$ cat src/rtl/ad1_pkg.sv
`default_nettype none
// ============================================================================
//  Module      : ad1_pkg
//  Description : Shared constants and state encoding for the AD1 frame
//                sequencer (frame geometry, sample width, FSM codes).
//  Revision    : 1.0  initial release
// ============================================================================
package ad1_pkg;

    // Frame geometry: 16 SCLK bits per word, 4 leading zeros, 12-bit sample
    localparam int FRAME_BITS = 16;
    localparam int SAMPLE_W   = 12;
    localparam int LEAD_ZEROS = 4;

    // Sequencer state encoding
    localparam logic [2:0] ST_IDLE    = 3'd0;
    localparam logic [2:0] ST_LEAD    = 3'd1;
    localparam logic [2:0] ST_LOW     = 3'd2;
    localparam logic [2:0] ST_HIGH    = 3'd3;
    localparam logic [2:0] ST_CAPTURE = 3'd4;
    localparam logic [2:0] ST_QUIET   = 3'd5;

    // True when the leading zero bits of a shifted word are all zero
    function automatic logic lead_ok(input logic [FRAME_BITS-1:0] word);
        return (word[FRAME_BITS-1 -: LEAD_ZEROS] == '0);
    endfunction

endpackage : ad1_pkg
`default_nettype wire

$ cat src/rtl/ad1_frame_sequencer_if.sv
`default_nettype none
// ============================================================================
//  Module      : ad1_frame_sequencer_if
//  Description : Signal bundle between the frame sequencer (master) and the
//                shifter/ADC side (slave).
//  Revision    : 1.0  initial release
// ============================================================================
interface ad1_frame_sequencer_if;
    import ad1_pkg::*;

    logic                  EN;
    logic                  SCLK;
    logic                  CS;
    logic [FRAME_BITS-1:0] DATA1;
    logic [FRAME_BITS-1:0] DATA2;
    logic [SAMPLE_W-1:0]   SAMPLE1;
    logic [SAMPLE_W-1:0]   SAMPLE2;
    logic                  VALID;
    logic                  BUSY;
    logic                  ERR;

    modport master (
        input  EN, DATA1, DATA2,
        output SCLK, CS, SAMPLE1, SAMPLE2, VALID, BUSY, ERR
    );

    modport slave (
        output EN, DATA1, DATA2,
        input  SCLK, CS, SAMPLE1, SAMPLE2, VALID, BUSY, ERR
    );

endinterface : ad1_frame_sequencer_if
`default_nettype wire

$ cat src/rtl/ad1_tick_gen.sv
`default_nettype none
// ============================================================================
//  Module      : ad1_tick_gen
//  Description : SCLK half-period timer. Counts CLK cycles while clear is low
//                and pulses tick on the last cycle of each CLK_DIV-long phase,
//                wrapping so back-to-back phases need no extra clear.
//  Revision    : 1.0  initial release
// ============================================================================
module ad1_tick_gen #(
    parameter int CLK_DIV = 4
) (
    input  logic CLK,
    input  logic RST,
    input  logic clear,
    output logic tick
);

    localparam logic [7:0] c_last = 8'(CLK_DIV - 1);

    logic [7:0] r_cnt;

    assign tick = (r_cnt == c_last) && !clear;

    // Phase counter: restarts on clear or at the end of each phase
    always_ff @(posedge CLK or posedge RST) begin
        if (RST) begin
            r_cnt <= 8'd0;
        end else if (clear || tick) begin
            r_cnt <= 8'd0;
        end else begin
            r_cnt <= r_cnt + 8'd1;
        end
    end

endmodule : ad1_tick_gen
`default_nettype wire

$ cat src/rtl/ad1_frame_sequencer.sv
`default_nettype none
// ============================================================================
//  Module      : ad1_frame_sequencer
//  Description : Generates CS/SCLK framing for a dual-channel 16-bit shifter,
//                captures the 12-bit samples at frame end and strobes VALID.
//                Optional macro AD1_FRAME_CHECK_EN enables leading-zero
//                checking of each word with a sticky ERR flag.
//  Revision    : 1.0  initial release
// ============================================================================
module ad1_frame_sequencer
    import ad1_pkg::*;
#(
    parameter int CLK_DIV      = 4,
    parameter int QUIET_CYCLES = 8
) (
    input  logic                         CLK,
    input  logic                         RST,
    ad1_frame_sequencer_if.master        bus
);

    localparam logic [7:0] c_quiet_last = 8'(QUIET_CYCLES - 1);

    logic [2:0]          r_state;
    logic [3:0]          r_bit_cnt;
    logic [7:0]          r_quiet_cnt;
    logic                r_cs;
    logic                r_sclk;
    logic                r_valid;
    logic [SAMPLE_W-1:0] r_sample1;
    logic [SAMPLE_W-1:0] r_sample2;
    logic                w_tick;
    logic                w_clear;
    logic                w_frame_ok;

    // The half-period timer only runs in the SCLK-timed states
    assign w_clear = !((r_state == ST_LEAD) || (r_state == ST_LOW) ||
                       (r_state == ST_HIGH));

    ad1_tick_gen #(
        .CLK_DIV (CLK_DIV)
    ) u_tick_gen (
        .CLK   (CLK),
        .RST   (RST),
        .clear (w_clear),
        .tick  (w_tick)
    );

`ifdef AD1_FRAME_CHECK_EN
    logic r_err;

    assign w_frame_ok = lead_ok(bus.DATA1) && lead_ok(bus.DATA2);

    // Sticky format error, cleared only by reset
    always_ff @(posedge CLK or posedge RST) begin
        if (RST) begin
            r_err <= 1'b0;
        end else if ((r_state == ST_CAPTURE) && !w_frame_ok) begin
            r_err <= 1'b1;
        end
    end

    assign bus.ERR = r_err;
`else
    // Leading bits are don't-care when checking is compiled out
    logic w_unused_hi;
    assign w_unused_hi = ^{bus.DATA1[FRAME_BITS-1:SAMPLE_W],
                           bus.DATA2[FRAME_BITS-1:SAMPLE_W]};
    assign w_frame_ok  = 1'b1;
    assign bus.ERR     = 1'b0;
`endif

    // Frame state machine; CS and SCLK are updated together with the state
    always_ff @(posedge CLK or posedge RST) begin
        if (RST) begin
            r_state     <= ST_IDLE;
            r_bit_cnt   <= 4'd0;
            r_quiet_cnt <= 8'd0;
            r_cs        <= 1'b1;
            r_sclk      <= 1'b1;
            r_valid     <= 1'b0;
            r_sample1   <= '0;
            r_sample2   <= '0;
        end else begin
            r_valid <= 1'b0;
            case (r_state)
                ST_IDLE: begin
                    if (bus.EN) begin
                        r_state   <= ST_LEAD;
                        r_cs      <= 1'b0;
                        r_bit_cnt <= 4'd0;
                    end
                end
                ST_LEAD: begin
                    if (w_tick) begin
                        r_state   <= ST_LOW;
                        r_sclk    <= 1'b0;
                        r_bit_cnt <= r_bit_cnt + 4'd1;
                    end
                end
                ST_LOW: begin
                    if (w_tick) begin
                        r_state <= ST_HIGH;
                        r_sclk  <= 1'b1;
                    end
                end
                ST_HIGH: begin
                    if (w_tick) begin
                        // Counter wraps to zero on the 16th LOW entry
                        if (r_bit_cnt == 4'd0) begin
                            r_state <= ST_CAPTURE;
                        end else begin
                            r_state   <= ST_LOW;
                            r_sclk    <= 1'b0;
                            r_bit_cnt <= r_bit_cnt + 4'd1;
                        end
                    end
                end
                ST_CAPTURE: begin
                    r_state     <= ST_QUIET;
                    r_cs        <= 1'b1;
                    r_quiet_cnt <= 8'd0;
                    if (w_frame_ok) begin
                        r_sample1 <= bus.DATA1[SAMPLE_W-1:0];
                        r_sample2 <= bus.DATA2[SAMPLE_W-1:0];
                        r_valid   <= 1'b1;
                    end
                end
                ST_QUIET: begin
                    if (r_quiet_cnt == c_quiet_last) begin
                        if (bus.EN) begin
                            r_state   <= ST_LEAD;
                            r_cs      <= 1'b0;
                            r_bit_cnt <= 4'd0;
                        end else begin
                            r_state <= ST_IDLE;
                        end
                    end else begin
                        r_quiet_cnt <= r_quiet_cnt + 8'd1;
                    end
                end
                default: begin
                    r_state <= ST_IDLE;
                    r_cs    <= 1'b1;
                    r_sclk  <= 1'b1;
                end
            endcase
        end
    end

    assign bus.CS      = r_cs;
    assign bus.SCLK    = r_sclk;
    assign bus.BUSY    = ~r_cs;
    assign bus.VALID   = r_valid;
    assign bus.SAMPLE1 = r_sample1;
    assign bus.SAMPLE2 = r_sample2;

endmodule : ad1_frame_sequencer
`default_nettype wire

$ cat src/flat_wrapper.sv
// flat-port wrapper written by rule: the top's interface ports become plain ports
module ad1_frame_sequencer_flat import ad1_pkg::*;
#(
    parameter int CLK_DIV      = 4,
    parameter int QUIET_CYCLES = 8
)
  (CLK, RST, bus_EN, bus_DATA1, bus_DATA2, bus_SCLK, bus_CS, bus_SAMPLE1, bus_SAMPLE2, bus_VALID, bus_BUSY, bus_ERR);
  ad1_frame_sequencer_if bus_i ();
  input  logic CLK;
  input  logic RST;
  input wire logic [$bits(bus_i.EN)-1:0] bus_EN;
  input wire logic [$bits(bus_i.DATA1)-1:0] bus_DATA1;
  input wire logic [$bits(bus_i.DATA2)-1:0] bus_DATA2;
  output wire logic [$bits(bus_i.SCLK)-1:0] bus_SCLK;
  output wire logic [$bits(bus_i.CS)-1:0] bus_CS;
  output wire logic [$bits(bus_i.SAMPLE1)-1:0] bus_SAMPLE1;
  output wire logic [$bits(bus_i.SAMPLE2)-1:0] bus_SAMPLE2;
  output wire logic [$bits(bus_i.VALID)-1:0] bus_VALID;
  output wire logic [$bits(bus_i.BUSY)-1:0] bus_BUSY;
  output wire logic [$bits(bus_i.ERR)-1:0] bus_ERR;
  assign bus_i.EN = bus_EN;
  assign bus_i.DATA1 = bus_DATA1;
  assign bus_i.DATA2 = bus_DATA2;
  assign bus_SCLK = bus_i.SCLK;
  assign bus_CS = bus_i.CS;
  assign bus_SAMPLE1 = bus_i.SAMPLE1;
  assign bus_SAMPLE2 = bus_i.SAMPLE2;
  assign bus_VALID = bus_i.VALID;
  assign bus_BUSY = bus_i.BUSY;
  assign bus_ERR = bus_i.ERR;
  ad1_frame_sequencer #(.CLK_DIV(CLK_DIV), .QUIET_CYCLES(QUIET_CYCLES)) u_core (.CLK(CLK), .RST(RST), .bus(bus_i));
endmodule
$ cat config.mk
export PLATFORM = sky130hd
export DESIGN_NAME = ad1_frame_sequencer_flat
export DESIGN_NICKNAME = d
export VERILOG_FILES = /design/src/rtl/ad1_pkg.sv /design/src/rtl/ad1_frame_sequencer_if.sv /design/src/rtl/ad1_tick_gen.sv /design/src/rtl/ad1_frame_sequencer.sv /design/src/flat_wrapper.sv
export SDC_FILE = /design/constraint.sdc
export NUM_CORES = 1
export LEC_CHECK = 0
export BUFFER_PORTS_ARGS = -buffer_cell sky130_fd_sc_hd__buf_2
export CAP_MARGIN = 40
export CORE_ASPECT_RATIO = 0.75
export CORE_MARGIN = 1
export CORE_UTILIZATION = 40
export DETAILED_ROUTE_END_ITERATION = 12
export PLACE_DENSITY = 0.62
export SKIP_LAST_GASP = 1
export SLEW_MARGIN = 20
export SYNTH_ARGS = -nofsm -noshare
export SYNTH_HDL_FRONTEND = slang
export SYNTH_SLANG_ARGS = --single-unit
$ cat constraint.sdc
create_clock -name CLK -period 5 [get_ports CLK]
set_input_delay 0.5 -clock CLK [delete_from_list [all_inputs] [get_ports CLK]]
set_output_delay 0.5 -clock CLK [all_outputs]
set_load 0.1 [all_outputs]
After elaboration in Yosys (flattened, before gate mapping)
Cells that the tools add are included.
{"block": "totals", "word_cells": 71, "reg_bits": 50, "out_inout_bits": 29, "in_bits": 35}
{"block": "classes", "n_addsub": 3, "bitwise": 3, "reduce_logical": 16, "n_mux": 26, "eq_ne": 14}
{"operator": "4-bit 2-to-1 mux", "n": 5}
{"operator": "3-bit 2-to-1 mux", "n": 6}
{"operator": "3-bit one-hot mux with 6 select lines", "n": 1}
{"operator": "8-bit by 1-bit adder with 8-bit output, second input constant", "n": 2}
{"operator": "8-bit 2-to-1 mux", "n": 2}
{"operator": "4-bit one-hot mux with 4 select lines", "n": 1}
{"operator": "8-bit one-hot mux with 2 select lines", "n": 1}
{"operator": "5-bit AND reduction", "n": 3}
{"operator": "2-bit inequality test, second input constant", "n": 6}
{"operator": "8-bit by 2-bit == test with 1-bit output, second input constant", "n": 1}
{"operator": "8-bit by 3-bit == test with 1-bit output, second input constant", "n": 1}
{"operator": "1-bit 2-to-1 mux", "n": 8}
{"operator": "3-bit by 2-bit == test with 1-bit output, second input constant", "n": 2}
{"operator": "3-bit == test, second input constant", "n": 2}
{"operator": "3-bit OR reduction", "n": 2}
{"operator": "4-bit by 1-bit adder with 4-bit output, second input constant", "n": 1}
{"operator": "4-bit zero test", "n": 1}
{"operator": "1-bit one-hot mux with 4 select lines", "n": 1}
{"operator": "2-bit AND reduction", "n": 2}
{"operator": "4-bit nonzero test", "n": 1}
{"operator": "3-bit by 1-bit == test with 1-bit output, second input constant", "n": 1}
{"operator": "3-bit zero test", "n": 1}
{"operator": "1-bit logical OR", "n": 3}
{"operator": "1-bit inverter", "n": 3}
{"operator": "other kinds (5)", "n": 5}

Longest topological paths before layout
Gate-level depths: netlist (run 1).
{"block": "depth", "depth_word": 6, "ltp_mapped": 7, "ltp_nobuf": 6}

Modules after synthesis
Synthesis (run 1) repeated with hierarchy kept, for this count alone.
{"block": "hier_totals", "hier_cells": 255, "area_unflattened_um2": 2381.0}
{"mod": "ad1_frame_sequencer", "area_per_inst_um2": 1995.7, "cells_per_inst": 215, "n_inst": 1}
{"mod": "ad1_tick_gen", "area_per_inst_um2": 385.4, "cells_per_inst": 40, "n_inst": 1}

Least setup slack after synthesis (run 1)
OpenSTA, ideal clock, no wires.
{"block": "synth_timing", "kind": "reg2out", "startpoint": "reg u_core.r_cs, in the netlist u_core.bus.CS", "endpoint": "out bus_BUSY", "path_buffers": 0, "arrival_time_ns": 1.380, "setup_slack_ns": 3.120, "stages_incl_launch_ff": 2, "path_cell_list": "dfstp_2 inv_1"}
{"block": "synth_via", "elab_chain_cells": 1}
{"element": "from (decl)", "line": "ad1_frame_sequencer.sv:26", "source": "logic r_cs;"}
{"element": "from (signal assigned)", "line": "ad1_frame_sequencer.sv:78", "source": "r_cs <= 1'b1;"}
{"element": "from (signal assigned)", "line": "ad1_frame_sequencer.sv:89", "source": "r_cs <= 1'b0;"}
{"element": "from (signal assigned)", "line": "ad1_frame_sequencer.sv:120", "source": "r_cs <= 1'b1;"}
{"element": "1-bit inverter", "line": "ad1_frame_sequencer.sv:152", "source": "assign bus.BUSY = ~r_cs;"}
{"element": "to (decl)", "line": "flat_wrapper.sv:19", "source": "output wire logic [$bits(bus_i.BUSY)-1:0] bus_BUSY;"}
Every way passes these cells.

Final worst setup path (run 1)
{"block": "layout_timing", "startpoint": "reg u_core.r_state[1]", "endpoint": "reg u_core.r_state[2]"}
{"block": "layout_via", "elab_chain_cells": 6, "word_cells_on_any_way": 16}
{"element": "from (decl)", "line": "ad1_frame_sequencer.sv:23", "source": "logic [2:0] r_state;"}
{"element": "from (signal assigned)", "line": "ad1_frame_sequencer.sv:75", "source": "r_state <= ST_IDLE;"}
{"element": "from (signal assigned)", "line": "ad1_frame_sequencer.sv:88", "source": "r_state <= ST_LEAD;"}
{"element": "from (signal assigned)", "line": "ad1_frame_sequencer.sv:95", "source": "r_state <= ST_LOW;"}
{"element": "3-bit by 1-bit == test with 1-bit output / 3-bit by 2-bit == test with 1-bit output (equally long branches)", "line": "ad1_frame_sequencer.sv:36, ad1_frame_sequencer.sv:85"}
{"element": "1-bit logical OR (2 in a row)", "line": "ad1_frame_sequencer.sv:36", "source": "assign w_clear = !((r_state == ST_LEAD) || (r_state == ST_LOW) ||"}
{"element": "1-bit logical AND", "line": "ad1_tick_gen.sv:22", "source": "assign tick = (r_cnt == c_last) && !clear;"}
{"element": "2-bit inequality test (no source line)"}
{"element": "5-bit AND reduction (no source line)"}
Parallel ways exist; a longest one is shown, timed or not.
A chain may end at the register's enable or synchronous reset.

==> results of run 1 <==
[how the worst max path moves through the flow]
stage                                  startpoint                       endpoint
floorplan               u_core.bus.CS$_DFFE_PP1P_                       bus_BUSY
global placement    u_core.r_state[1]$_DFFE_PP0P_  u_core.r_state[2]$_DFFE_PP0P_
detailed placement  u_core.r_state[1]$_DFFE_PP0P_  u_core.r_state[2]$_DFFE_PP0P_
CTS                 u_core.r_state[1]$_DFFE_PP0P_  u_core.r_state[2]$_DFFE_PP0P_
global route        u_core.r_state[1]$_DFFE_PP0P_  u_core.r_state[2]$_DFFE_PP0P_
finish              u_core.r_state[1]$_DFFE_PP0P_  u_core.r_state[2]$_DFFE_PP0P_
[routing by layer]
layer,vias up,GRT usage,routed length [µm]
met4,0,0.0544,21
met5,-,0,0
met2,41,0.244,2030
met3,3,0.0389,212
li1,902,-,-
met1,806,0.215,2260
[layout by cell type (no fill, tap or decap), types with 2 or more instances in the layout]
master,netlist,layout
sky130_fd_sc_hd__dfstp_2,2,2
sky130_fd_sc_hd__a21oi_1,5,5
sky130_fd_sc_hd__or3_1,2,2
sky130_fd_sc_hd__buf_2,5,54
sky130_fd_sc_hd__o21bai_1,2,2
sky130_fd_sc_hd__nor4b_4,2,2
sky130_fd_sc_hd__nor3_1,3,3
sky130_fd_sc_hd__nand3_1,9,9
sky130_fd_sc_hd__nand3b_1,2,2
sky130_fd_sc_hd__inv_1,7,6
sky130_fd_sc_hd__and3_1,2,2
sky130_fd_sc_hd__or2b_1,2,2
sky130_fd_sc_hd__xnor2_1,4,4
sky130_fd_sc_hd__ha_1,4,4
sky130_fd_sc_hd__nand4_1,4,4
sky130_fd_sc_hd__mux2i_1,4,4
sky130_fd_sc_hd__nand2_1,89,89
sky130_fd_sc_hd__dfrtp_1,48,48
sky130_fd_sc_hd__clkbuf_8,0,6
sky130_fd_sc_hd__nor2b_1,2,2
sky130_fd_sc_hd__o21ai_0,5,5
sky130_fd_sc_hd__nor2_1,17,17
sky130_fd_sc_hd__xor2_1,7,7
[where the power goes]
part           leakage (nW)  switching, mW  internal (mW)
Combinational         0.711          0.848          0.197
Clock                0.0472          0.133          0.111
Sequential            0.593          0.101          0.528
[worst max-delay path: stages (launching register included)]
cell	delay (ps)
sky130_fd_sc_hd__dfrtp_1	480
sky130_fd_sc_hd__nor2_1	140
sky130_fd_sc_hd__nand2_1	90
sky130_fd_sc_hd__buf_4	320
sky130_fd_sc_hd__inv_1	320
sky130_fd_sc_hd__buf_8	250
sky130_fd_sc_hd__o32a_1	320
[Yosys cell counts (3+ instances only)]
master and n:
sky130_fd_sc_hd__xnor2_1 4, sky130_fd_sc_hd__inv_1 7, sky130_fd_sc_hd__nand2_1 89, sky130_fd_sc_hd__mux2i_1 4
sky130_fd_sc_hd__nor3_1 3, sky130_fd_sc_hd__nand3_1 9, sky130_fd_sc_hd__o21ai_0 5, sky130_fd_sc_hd__buf_2 5
sky130_fd_sc_hd__xor2_1 7, sky130_fd_sc_hd__nand4_1 4, sky130_fd_sc_hd__dfrtp_1 48, sky130_fd_sc_hd__a21oi_1 5
sky130_fd_sc_hd__nor2_1 17, sky130_fd_sc_hd__ha_1 4
[cell type report]
class,count,area (µm²),share of cell area
inverter,7,26.3,0.00944
clock buffer,6,82.6,0.0297
clock inverter,2,12.5,0.00449
sequential,50,1250,0.450
multi-input combinational,178,995,0.357
tap,75,93.8,0.0337
timing repair buffer,57,320,0.115
[registers in the layout (all words and copies together), names as in the netlist]
register and cells:
u_core.bus.CS 1, u_core.bus.VALID 1, u_core.r_state 3, u_core.r_bit_cnt 4
u_core.bus.SAMPLE2 12, u_core.bus.SCLK 1, u_core.bus.SAMPLE1 12, u_core.u_tick_gen.r_cnt 8
u_core.r_quiet_cnt 8
[kinds of logic after synthesis]
family / Yosys count / share of synthesized area
compound gates: 16 / 0.0550
xor+xnor: 11 / 0.0415
fa+ha+maj: 4 / 0.0216
buf+inv: 16 / 0.0318
flops: 50 / 0.540
mux: 4 / 0.0172
other cells: 1 / 0.00161
simple gates: 142 / 0.291
==> results.rst, run 1 <==
.. list-table::
   :header-rows: 1

   * - Metric
     - Value
   * - Run status
     - finished, final reports clean
   * - Total vias in the final route
     - around 1.8k
   * - Worst supply voltage drop on vdd
     - a little over 0.4 mV
   * - Die ar.
     - between 6000 and 7000 µm²
   * - CTS Buf Count
     - 5
   * - Dominant cell type by area after synthesis
     - sky130_fd_sc_hd__dfrtp_1
   * - Static leakage power
     - approximately 1.4 nW
   * - Total Power
     - approximately 1.9 mW
   * - Number of maximum-capacitance violations
     - 0
   * - Startpoint of the lowest-slack register-to-register path
     - u_core.r_state[1]$_DFFE_PP0P_
   * - Global route total overflow
     - 0
   * - Top-level port count
     - between 60 and 70
   * - Area share of the largest cell type after synthesis
     - 0.517
   * - Drt wl/cell
     - ~12 µm
   * - Total negative slack for setup checks
     - 0 ps
   * - IO Port Bufs
     - 54
   * - Most frequently used flop master after synthesis
     - sky130_fd_sc_hd__dfrtp_1
   * - Die Y-Extent
     - between 60 and 70 µm
   * - Post-CTS Setup Repair Bufs
     - 0
   * - Share of cells above drive strength 1
     - 0.253
   * - Sequential share of the synthesized area
     - 0.540
   * - Number of placement rows
     - 23
   * - Number of different library cells in the post-synthesis netlist
     - 37
   * - Peak fanout along the critical path
     - 30
   * - Number of synthesized flops with an enable pin
     - 0
   * - Area of the placeable core
     - between 5000 and 6000 µm²
   * - Mean Syn Cell Area
     - ~9.5 µm²
   * - Category of the worst setup path capture point
     - register
   * - Horizontal extent of the die
     - 90.0 µm
   * - Net Count, Synth
     - about 280
   * - Terminus of the critical flop-to-flop path
     - u_core.r_state[2]$_DFFE_PP0P_
   * - Worst hold margin
     - ~290 ps
   * - Starting density of the core
     - 0.425
   * - R2R depth
     - 6
   * - Number of warnings reported in the yosys synthesis log
     - 0
   * - Routability-driven placement congestion ratio
     - about 0.80
   * - Minimum clock period
     - about 2000 ps
   * - Number of iterations in the first detailed-routing pass
     - 4
   * - Cell area after layout
     - ~2800 µm²
   * - Slew at the pin closest to its max-slew limit
     - about 670 ps
   * - Via count normalized by instance count
     - about 4.7
   * - Type of the worst setup path
     - reg2reg
   * - Slew HR
     - 0.556
   * - Antenna violations before repair
     - 0
   * - Core utilization of the finished layout
     - 0.509
   * - Sum of routed wire length over all layers
     - about 4500 µm
   * - Cells taking the most area after synthesis
     - sky130_fd_sc_hd__dfrtp_1, sky130_fd_sc_hd__nand2_1, sky130_fd_sc_hd__nor2_1, sky130_fd_sc_hd__xor2_1, sky130_fd_sc_hd__dfstp_2
   * - Root buffer cell
     - sky130_fd_sc_hd__clkbuf_8
   * - N_diodes
     - 0
   * - Maximum count of clock buffers along a single path
     - 2
   * - Fraction of synthesis flops using an asynchronous set or reset pin
     - 1.00
   * - Cell Count Post-Placement
     - 367
   * - Upper clock frequency limit
     - roughly 490 MHz
   * - GRT Total Usage
     - 0.156
   * - Final setup violation count
     - 0
   * - Residual DRC count
     - 0
   * - Clk slew on worst S/H paths
     - about 90 ps
   * - Count of nets left with antenna violations after detail routing
     - 0
   * - Number of filler instances in the final layout
     - between 500 and 600
   * - Placed inst area
     - ~2700 µm²
   * - Clock insertion delay at the later pin of the skew report
     - about 300 ps
   * - Largest net degree at the start of global routing
     - 31
   * - CP Data Arrival Time
     - 2220 ps
   * - Global-route wire length before repair
     - around 7500 µm
   * - Number of sinks on the clock net
     - 50
   * - Final max-slew violation count
     - 0
   * - Placement-stage worst setup slack
     - about 2900 ps
   * - CTS Hold Buffers Added
     - 0
   * - Hold Violations, Final
     - 0
   * - Crit share post-route
     - 0.407
   * - CTS tree
     - yes
   * - Hold crit path type
     - in2async
   * - Clk_skew
     - 5.93 ps
   * - Vias in the first global route
     - approximately 1.6k
   * - Power density cells
     - 689 nW/µm²
   * - Detailed placer's ending HPWL
     - between 3000 and 4000 µm
   * - Deepest level of the CTS H-tree
     - 2
   * - Synthesized cell area
     - between 2000 and 2500 µm²
   * - Final net count
     - around 340
   * - Area growth syn-to-layout
     - 19.9%
   * - Synthesized instance count
     - roughly 240
   * - Worst-case setup margin in the final layout
     - roughly 3000 ps
   * - CP required
     - ~5200 ps
   * - Cts repair resizes
     - 0
   * - Register bit count reported by yosys
     - 50
   * - DRC violation total after the first TritonRoute iteration
     - 51
   * - Number of standard cells in the final layout excluding fillers
     - roughly 380
   * - CP startpoint kind
     - register
   * - Setup repair after global routing missed its margin
     - no
   * - R2R setup slack
     - just under 3000 ps
No activity file was read; power rests on OpenSTA's default activity.
==> inputs of run 2 (changes only) <==
clock period = 2 ns   (was 5 ns; I/O delays follow)
==> run 2 against run 1 <==
- cell count grew 0.80%
- global-route usage rose by 0.16 points
- wire length increased by 0.80%
- fmax up 14%
- first-iteration DRC count is 78% higher
- sequential power up 150%
- largest cell class unchanged
==> results.rst, run 2 (synthesis gave the netlist of run 1 again) <==
.. list-table::
   :header-rows: 1

   * - Metric
     - Value
   * - Static leakage power
     - 1.37 nW
   * - Highest-utilization routing layer at the global route stage
     - met2
   * - Hold Violations, Final
     - 0
   * - Cell Count Post-Placement
     - 370
   * - Die ar.
     - between 6000 and 7000 µm²
   * - Crit path cell chain
     - ha_1, nor4b_4, nand3_1, o31ai_4, o21ai_0
   * - Starting density of the core
     - 0.425
   * - Final setup violation count
     - 0
   * - Top-level port count
     - between 60 and 70
   * - CP required
     - approximately 2200 ps
   * - Sum of routed wire length over all layers
     - approximately 4600 µm
   * - Cell area after layout
     - 2800 µm²
   * - Logic pwr share
     - 0.536
   * - IO Port Bufs
     - 54
   * - Clk_skew
     - between 15 and 20 ps
   * - Residual DRC count
     - 0
   * - Number of filler instances in the final layout
     - 527
   * - Number of placement rows
     - 23
   * - Area growth syn-to-layout
     - 20.6%
   * - Hold crit path type
     - in2async
   * - Minimum clock period
     - ~1800 ps
   * - Area of the placeable core
     - between 5000 and 6000 µm²
   * - Switching component of the power
     - around 2.7 mW
   * - Core utilization of the finished layout
     - 0.512
   * - CP startpoint kind
     - register
   * - Largest net degree at the start of global routing
     - 51
   * - Number of sinks on the clock net
     - 50
   * - GRT Total Usage
     - 0.158
   * - Share of cells above drive strength 1
     - 0.261
   * - N_diodes
     - 0
   * - Power density cells
     - roughly 1800 nW/µm²
   * - Deepest level of the CTS H-tree
     - 2
   * - CTS tree
     - yes
   * - CP Data Arrival Time
     - 1970 ps
   * - Setup repair after global routing missed its margin
     - no
   * - Most common cell after layout, fill and taps aside
     - sky130_fd_sc_hd__nand2_1
   * - Die Y-Extent
     - roughly 70 µm
   * - Crit share post-route
     - 0.896
   * - Largest stage delay on the critical path
     - between 400 and 500 ps
   * - Number of iterations in the first detailed-routing pass
     - 4
   * - CTS Hold Buffers Added
     - 0
   * - Global route total overflow
     - 0
   * - Commonest cells after routing, fill and taps aside
     - sky130_fd_sc_hd__nand2_1, sky130_fd_sc_hd__buf_2, sky130_fd_sc_hd__dfrtp_1, sky130_fd_sc_hd__nor2_1, sky130_fd_sc_hd__nand3_1
   * - Multi-input gate area
     - approximately 1000 µm²
   * - Slowest CP cell
     - sky130_fd_sc_hd__dfrtp_1
   * - Post-CTS Setup Repair Bufs
     - 0
   * - Final net count
     - ~340
   * - Count of nets left with antenna violations after detail routing
     - 0
   * - Vias in the first global route
     - 1573
   * - FF+latch area
     - 1250 µm²
   * - Horizontal extent of the die
     - about 90 µm
   * - Type of the worst setup path
     - reg2reg
   * - Run status
     - finished, final reports clean
   * - Drt wl/cell
     - about 12 µm
   * - Net switching fraction of the power
     - 0.554
   * - CTS Buf Count
     - 5
   * - Via count normalized by instance count
     - around 4.7
   * - Maximum count of clock buffers along a single path
     - 2
   * - Slew at the pin closest to its max-slew limit
     - 626 ps
   * - Final max-slew violation count
     - 0
   * - Total Power
     - between 4 and 5 mW
   * - Fraction of met2 tracks used by global routing
     - 0.238
   * - Clk slew on worst S/H paths
     - ~100 ps
   * - Cts repair resizes
     - 0
   * - Clock insertion delay at the later pin of the skew report
     - approximately 310 ps
   * - Total vias in the final route
     - approximately 1.8k
   * - Met3 track demand over resource in global routing
     - 0.0411
   * - Global routing usage on met1
     - 0.222
   * - Part of the total power dissipated in sequential elements
     - 0.315
   * - Number of maximum-capacitance violations
     - 0
   * - Routability-driven placement congestion ratio
     - about 0.8
   * - Root buffer cell
     - sky130_fd_sc_hd__clkbuf_8
   * - Global-route wire length before repair
     - ~7600 µm
   * - Peak fanout along the critical path
     - 5
   * - Internal cell power
     - between 2 and 2.5 mW
   * - Placed inst area
     - between 2000 and 3000 µm²
   * - Detailed placer's ending HPWL
     - about 3100 µm
   * - DRC violation total after the first TritonRoute iteration
     - 91
   * - Slew HR
     - 0.583
   * - Total negative slack for setup checks
     - 0 ps
   * - Upper clock frequency limit
     - roughly 560 MHz
   * - Category of the worst setup path capture point
     - register
   * - Fraction of power consumed by the clock network
     - 0.150
   * - Worst supply voltage drop on vdd
     - between 0.9 and 1 mV
   * - Number of standard cells in the final layout excluding fillers
     - 378
   * - Antenna violations before repair
     - 0
-- run 2: changes by cell type in the layout (fill, tap and decap cells not counted) --
cell	before	now
sky130_fd_sc_hd__buf_4	1	6
sky130_fd_sc_hd__clkinv_2	1	0
sky130_fd_sc_hd__inv_8	0	1
sky130_fd_sc_hd__bufinv_16	0	1
sky130_fd_sc_hd__clkbuf_8	6	5
sky130_fd_sc_hd__buf_16	1	0
sky130_fd_sc_hd__buf_8	1	0
-- run 2: stage by stage --
step,setup WS [ps],hold WS (ps)
after global routing,91.5,66.7
final,208,30.3
after global placement,237,389
after floorplan,416,305
after detailed placement,195,394
after CTS,186,62.6
-- run 2: worst paths after layout --
kind / startpoint / endpoint / slack, ps / cells past startpoint
max reg2reg: u_core.r_quiet_cnt[0]$_DFFE_PP0P_ / u_core.r_bit_cnt[1]$_DFFE_PP0P_ / 210 / 5
max in group asynchronous: RST / u_core.r_quiet_cnt[7]$_DFFE_PP0P_ / 1530 / 3
min: RST / u_core.r_bit_cnt[3]$_DFFE_PP0P_ / 30 / 3
min reg2reg: u_core.bus.SAMPLE2[6]$_DFFE_PP0P_ / u_core.bus.SAMPLE2[6]$_DFFE_PP0P_ / 480 / 2
min in group CLK: bus_DATA1[10] / u_core.bus.SAMPLE1[10]$_DFFE_PP0P_ / 70 / 3
max: u_core.r_quiet_cnt[0]$_DFFE_PP0P_ / u_core.r_bit_cnt[1]$_DFFE_PP0P_ / 210 / 5
-- run 2: final cells by class --
| type | instances | share of cell area |
|---|---|---|
| clock buffer | 5 | 0.0246 |
| tap | 75 | 0.0335 |
| clock inverter | 3 | 0.0174 |
| timing repair buffer | 60 | 0.113 |
| sequential | 50 | 0.448 |
| multi-input combinational | 178 | 0.355 |
| inverter | 7 | 0.00938 |
-- run 2: critical path, delay by kind of cell, from the launching register on --
| family | cells | cell delay, ps |
|---|---|---|
| fa+ha+maj | 1 | 250 |
| compound gates | 2 | 530 |
| flops | 1 | 420 |
| simple gates | 2 | 490 |
-- run 2: layer usage --
layer	part of all wire	wire, µm	up-vias
met5	0	0	-
met3	0.047	215	4
met2	0.43	1960	39
met1	0.51	2340	798
met4	0.0090	41	0
li1	-	-	918
-- run 2: power groups by stage --
| stage | combinational [mW] | sequential, mW | clock (mW) |
|---|---|---|---|
| 2_1_floorplan | 0.743 | 3.04 | 0 |
| 3_3_place_gp | 2.64 | 1.56 | 0 |
| 3_5_place_dp | 2.67 | 1.56 | 0 |
| 4_1_cts | 2.67 | 1.55 | 0.765 |
| 5_1_grt | 2.82 | 1.59 | 0.794 |
| 6_report | 2.65 | 1.55 | 0.739 |
==> inputs of run 3 (changes only) <==
ABC_AREA = 1   (was unset)
==> run 3 against run 2 <==
- global-route usage grew 0.52 points
- cell area hardly changed
- worst hold slack better by 46 ps
- first-iteration DRC count is 34% higher
- utilization fell by 0.29 points
- die area increased by 1.4%
- sequential share of layout area hardly changed
- critical path type unchanged
- largest cell class unchanged
==> results.rst, run 3 <==
.. list-table::
   :header-rows: 1

   * - Metric
     - Value
   * - Hold path start
     - bus_DATA2[6]
   * - Crit path cell chain
     - ha_1, nand4_1, nand2_2, nand3_1, nand2_1, o21ai_1
   * - Slowest CP cell
     - sky130_fd_sc_hd__dfrtp_1
   * - Number of warnings reported in the yosys synthesis log
     - 0
   * - Via count normalized by instance count
     - between 4 and 5
   * - Top-level port count
     - 64
   * - Area growth syn-to-layout
     - 18.9%
   * - Launch point of the worst path
     - u_core.u_tick_gen.r_cnt[0]$_DFF_PP0_
   * - Number of iterations in the first detailed-routing pass
     - 4
   * - Crit share post-route
     - 0.755
   * - Critical Path End
     - u_core.r_state[0]$_DFFE_PP0P_
   * - Mean Syn Cell Area
     - between 8 and 9 µm²
   * - Count of nets left with antenna violations after detail routing
     - 0
   * - Type of the worst setup path
     - reg2reg
   * - Detailed placer's ending HPWL
     - approximately 3400 µm
   * - Final net count
     - between 300 and 400
   * - Die Y-Extent
     - around 70 µm
   * - Synthesized instance count
     - 280
   * - Synthesized cell area
     - approximately 2400 µm²
   * - Placement-stage worst setup slack
     - roughly 500 ps
   * - Multi-input gate area
     - roughly 950 µm²
   * - Clock insertion delay at the later pin of the skew report
     - ~310 ps
   * - Vias in the first global route
     - ~1.6k
   * - Post-CTS Setup Repair Bufs
     - 0
   * - CP startpoint kind
     - register
   * - Global-route wire length before repair
     - just under 8000 µm
   * - Hold crit path type
     - in2reg
   * - CP required
     - between 2000 and 2500 ps
   * - Leading post-synthesis cells by instance count
     - sky130_fd_sc_hd__nand2_1, sky130_fd_sc_hd__dfrtp_1, sky130_fd_sc_hd__nor2_1, sky130_fd_sc_hd__inv_1, sky130_fd_sc_hd__nand3_1
   * - Dominant combinational cell family by area after synthesis
     - simple AND/OR/NAND/NOR gates
   * - Hold Violations, Final
     - 0
   * - Register bit count reported by yosys
     - 50
   * - Most common cell after layout, fill and taps aside
     - sky130_fd_sc_hd__nand2_1
   * - Cells taking the most area after synthesis
     - sky130_fd_sc_hd__dfrtp_1, sky130_fd_sc_hd__nand2_1, sky130_fd_sc_hd__nor2_1, sky130_fd_sc_hd__inv_1, sky130_fd_sc_hd__dfstp_2
   * - Compound-cell area share of the yosys netlist
     - 0.0568
   * - Share of cells above drive strength 1
     - 0.260
   * - Horizontal extent of the die
     - approximately 91 µm
   * - Dominant cell type by area after synthesis
     - sky130_fd_sc_hd__dfrtp_1
   * - Sum of routed wire length over all layers
     - around 4700 µm
   * - Maximum count of clock buffers along a single path
     - 2
   * - Final setup violation count
     - 0
   * - Upper clock frequency limit
     - about 660 MHz
   * - Clk slew on worst S/H paths
     - approximately 100 ps
   * - Peak fanout along the critical path
     - 10
   * - Commonest cells after routing, fill and taps aside
     - sky130_fd_sc_hd__nand2_1, sky130_fd_sc_hd__buf_2, sky130_fd_sc_hd__dfrtp_1, sky130_fd_sc_hd__nor2_1, sky130_fd_sc_hd__inv_1
   * - Number of different library cells in the post-synthesis netlist
     - 32
   * - Starting density of the core
     - 0.429
   * - Routability-driven placement congestion ratio
     - 0.759
   * - CP Data Arrival Time
     - 1700 ps
   * - Number of synthesized flops with an enable pin
     - 0
   * - R2R depth
     - 6
   * - CTS tree
     - yes
   * - Fraction of synthesized area in multiplexers
     - 0
   * - Root buffer cell
     - sky130_fd_sc_hd__clkbuf_8
   * - Total vias in the final route
     - about 1.9k
   * - FF+latch area
     - ~1300 µm²
   * - IO Port Bufs
     - 54
   * - Area share of the largest cell type after synthesis
     - 0.510
   * - Minimum clock period
     - between 1500 and 2000 ps
   * - Category of the worst setup path capture point
     - register
   * - Net Count, Synth
     - ~320
   * - Synthesized-area fraction occupied by and/or/nand/nor cells
     - 0.311
   * - Most frequent cell after synthesis
     - sky130_fd_sc_hd__nand2_1
   * - N_diodes
     - 0
   * - Global route total overflow
     - 0
   * - Worst-case setup margin in the final layout
     - 489 ps
   * - Sequential share of the synthesized area
     - 0.532
   * - Adder-cell area share of the yosys netlist
     - 0.0212
   * - Most frequently used flop master after synthesis
     - sky130_fd_sc_hd__dfrtp_1
   * - Cts repair resizes
     - 0
   * - Number of maximum-capacitance violations
     - 0
   * - Area of the placeable core
     - 5500 µm²
   * - Deepest level of the CTS H-tree
     - 2
   * - GRT Total Usage
     - 0.163
   * - Fraction of synthesis flops using an asynchronous set or reset pin
     - 1.00
   * - Run status
     - finished, final reports clean
   * - Final max-slew violation count
     - 0
   * - Total negative slack for setup checks
     - 0 ps
   * - Setup repair after global routing missed its margin
     - no
   * - Clk_skew
     - ~12 ps
   * - Terminus of the critical flop-to-flop path
     - u_core.r_state[0]$_DFFE_PP0P_
   * - Startpoint of the lowest-slack register-to-register path
     - u_core.u_tick_gen.r_cnt[0]$_DFF_PP0_
   * - DRC violation total after the first TritonRoute iteration
     - roughly 120
   * - CTS Buf Count
     - 5
   * - Drt wl/cell
     - about 11 µm
   * - Number of filler instances in the final layout
     - between 500 and 600
   * - Number of placement rows
     - 23
   * - Antenna violations before repair
     - 0
   * - R2R setup slack
     - 490 ps
   * - Number of sinks on the clock net
     - 50
   * - Largest stage delay on the critical path
     - approximately 380 ps
   * - Residual DRC count
     - 0
   * - Largest net degree at the start of global routing
     - 31
   * - Post-synthesis share of cell area spent on xor and xnor gates
     - 0.0149
   * - Die ar.
     - roughly 6200 µm²
==> run 3: cell types whose count changed after synthesis, moves of 4 or more <==
cell                      before  now
sky130_fd_sc_hd__inv_1         7   19
sky130_fd_sc_hd__inv_2         0    6
sky130_fd_sc_hd__mux2i_1       4    0
sky130_fd_sc_hd__nand2_1      89  108
sky130_fd_sc_hd__o21ai_1       0    9
sky130_fd_sc_hd__xor2_1        7    3
==> run 3: worst min-delay path by stage <==
stage,slack [ps],cells after the start,endpoint
final,80,3,u_core.bus.SAMPLE2[6]$_DFFE_PP0P_
after global routing,70,3,u_core.bus.SAMPLE2[11]$_DFFE_PP0P_
after CTS,70,3,u_core.bus.SAMPLE2[2]$_DFFE_PP0P_
after detailed placement,250,2,u_core.bus.SAMPLE2[4]$_DFFE_PP0P_
after global placement,240,2,u_core.bus.SAMPLE2[4]$_DFFE_PP0P_
after floorplan,310,2,u_core.bus.SAMPLE1[0]$_DFFE_PP0P_
==> run 3: repair_timing <==
action | CTS | global route
hold endpoints to repair | 20 | 0
hold buffers | 1 | 0
endpoints found under the setup margin | 0 | 0
==> run 3: per-layer routing <==
| layer | global-route usage | wire length, µm |
|---|---|---|
| met2 | 0.238 | 1970 |
| met4 | 0.0484 | 49 |
| met3 | 0.0467 | 207 |
| met5 | 0 | 0 |
| met1 | 0.234 | 2480 |
==> run 3: cells by family (layout without fill, tap and decap cells) <==
group,count (synthesis),after routing
AOI/OAI and AO/OA,23,23
xor gates and xnor gates,4,4
adders and majority gates,4,4
buffers and inverters,32,91
DFF,50,50
other,1,1
and+or+nand+nor,166,166
==> run 3: critical path: cells and delay by family, from the launching register on <==
kind	cells	cell delay, ps
adders and majority gates	1	200
AOI/OAI and AO/OA	1	60
and+or+nand+nor	4	750
DFF	1	380
==> run 3: cell type report <==
class                   count  area share
flip-flops and latches     50       0.448
multi-input cells         198       0.341
repair buffers             57       0.110
inverters                  26      0.0357
well taps                  75      0.0335
clock buffers               5      0.0246
clock inverters             3     0.00760
==> run 3: stage by stage <==
| step | util | cells | cell area (µm²) | hold WS, ps |
|---|---|---|---|---|
| after floorplan | - | 280 | 2360 | 310 |
| after global placement | 0.491 | 405 | 2700 | 244 |
| after detailed placement | 0.491 | 405 | 2700 | 249 |
| after CTS | 0.509 | 414 | 2800 | 72.4 |
| after global routing | 0.509 | 414 | 2800 | 70.8 |
| final | 0.509 | 414 | 2800 | 76.2 |
Power of run 3 is not shown: default switching activity piles up to over one toggle a cycle in this logic, so the estimate is an artifact.
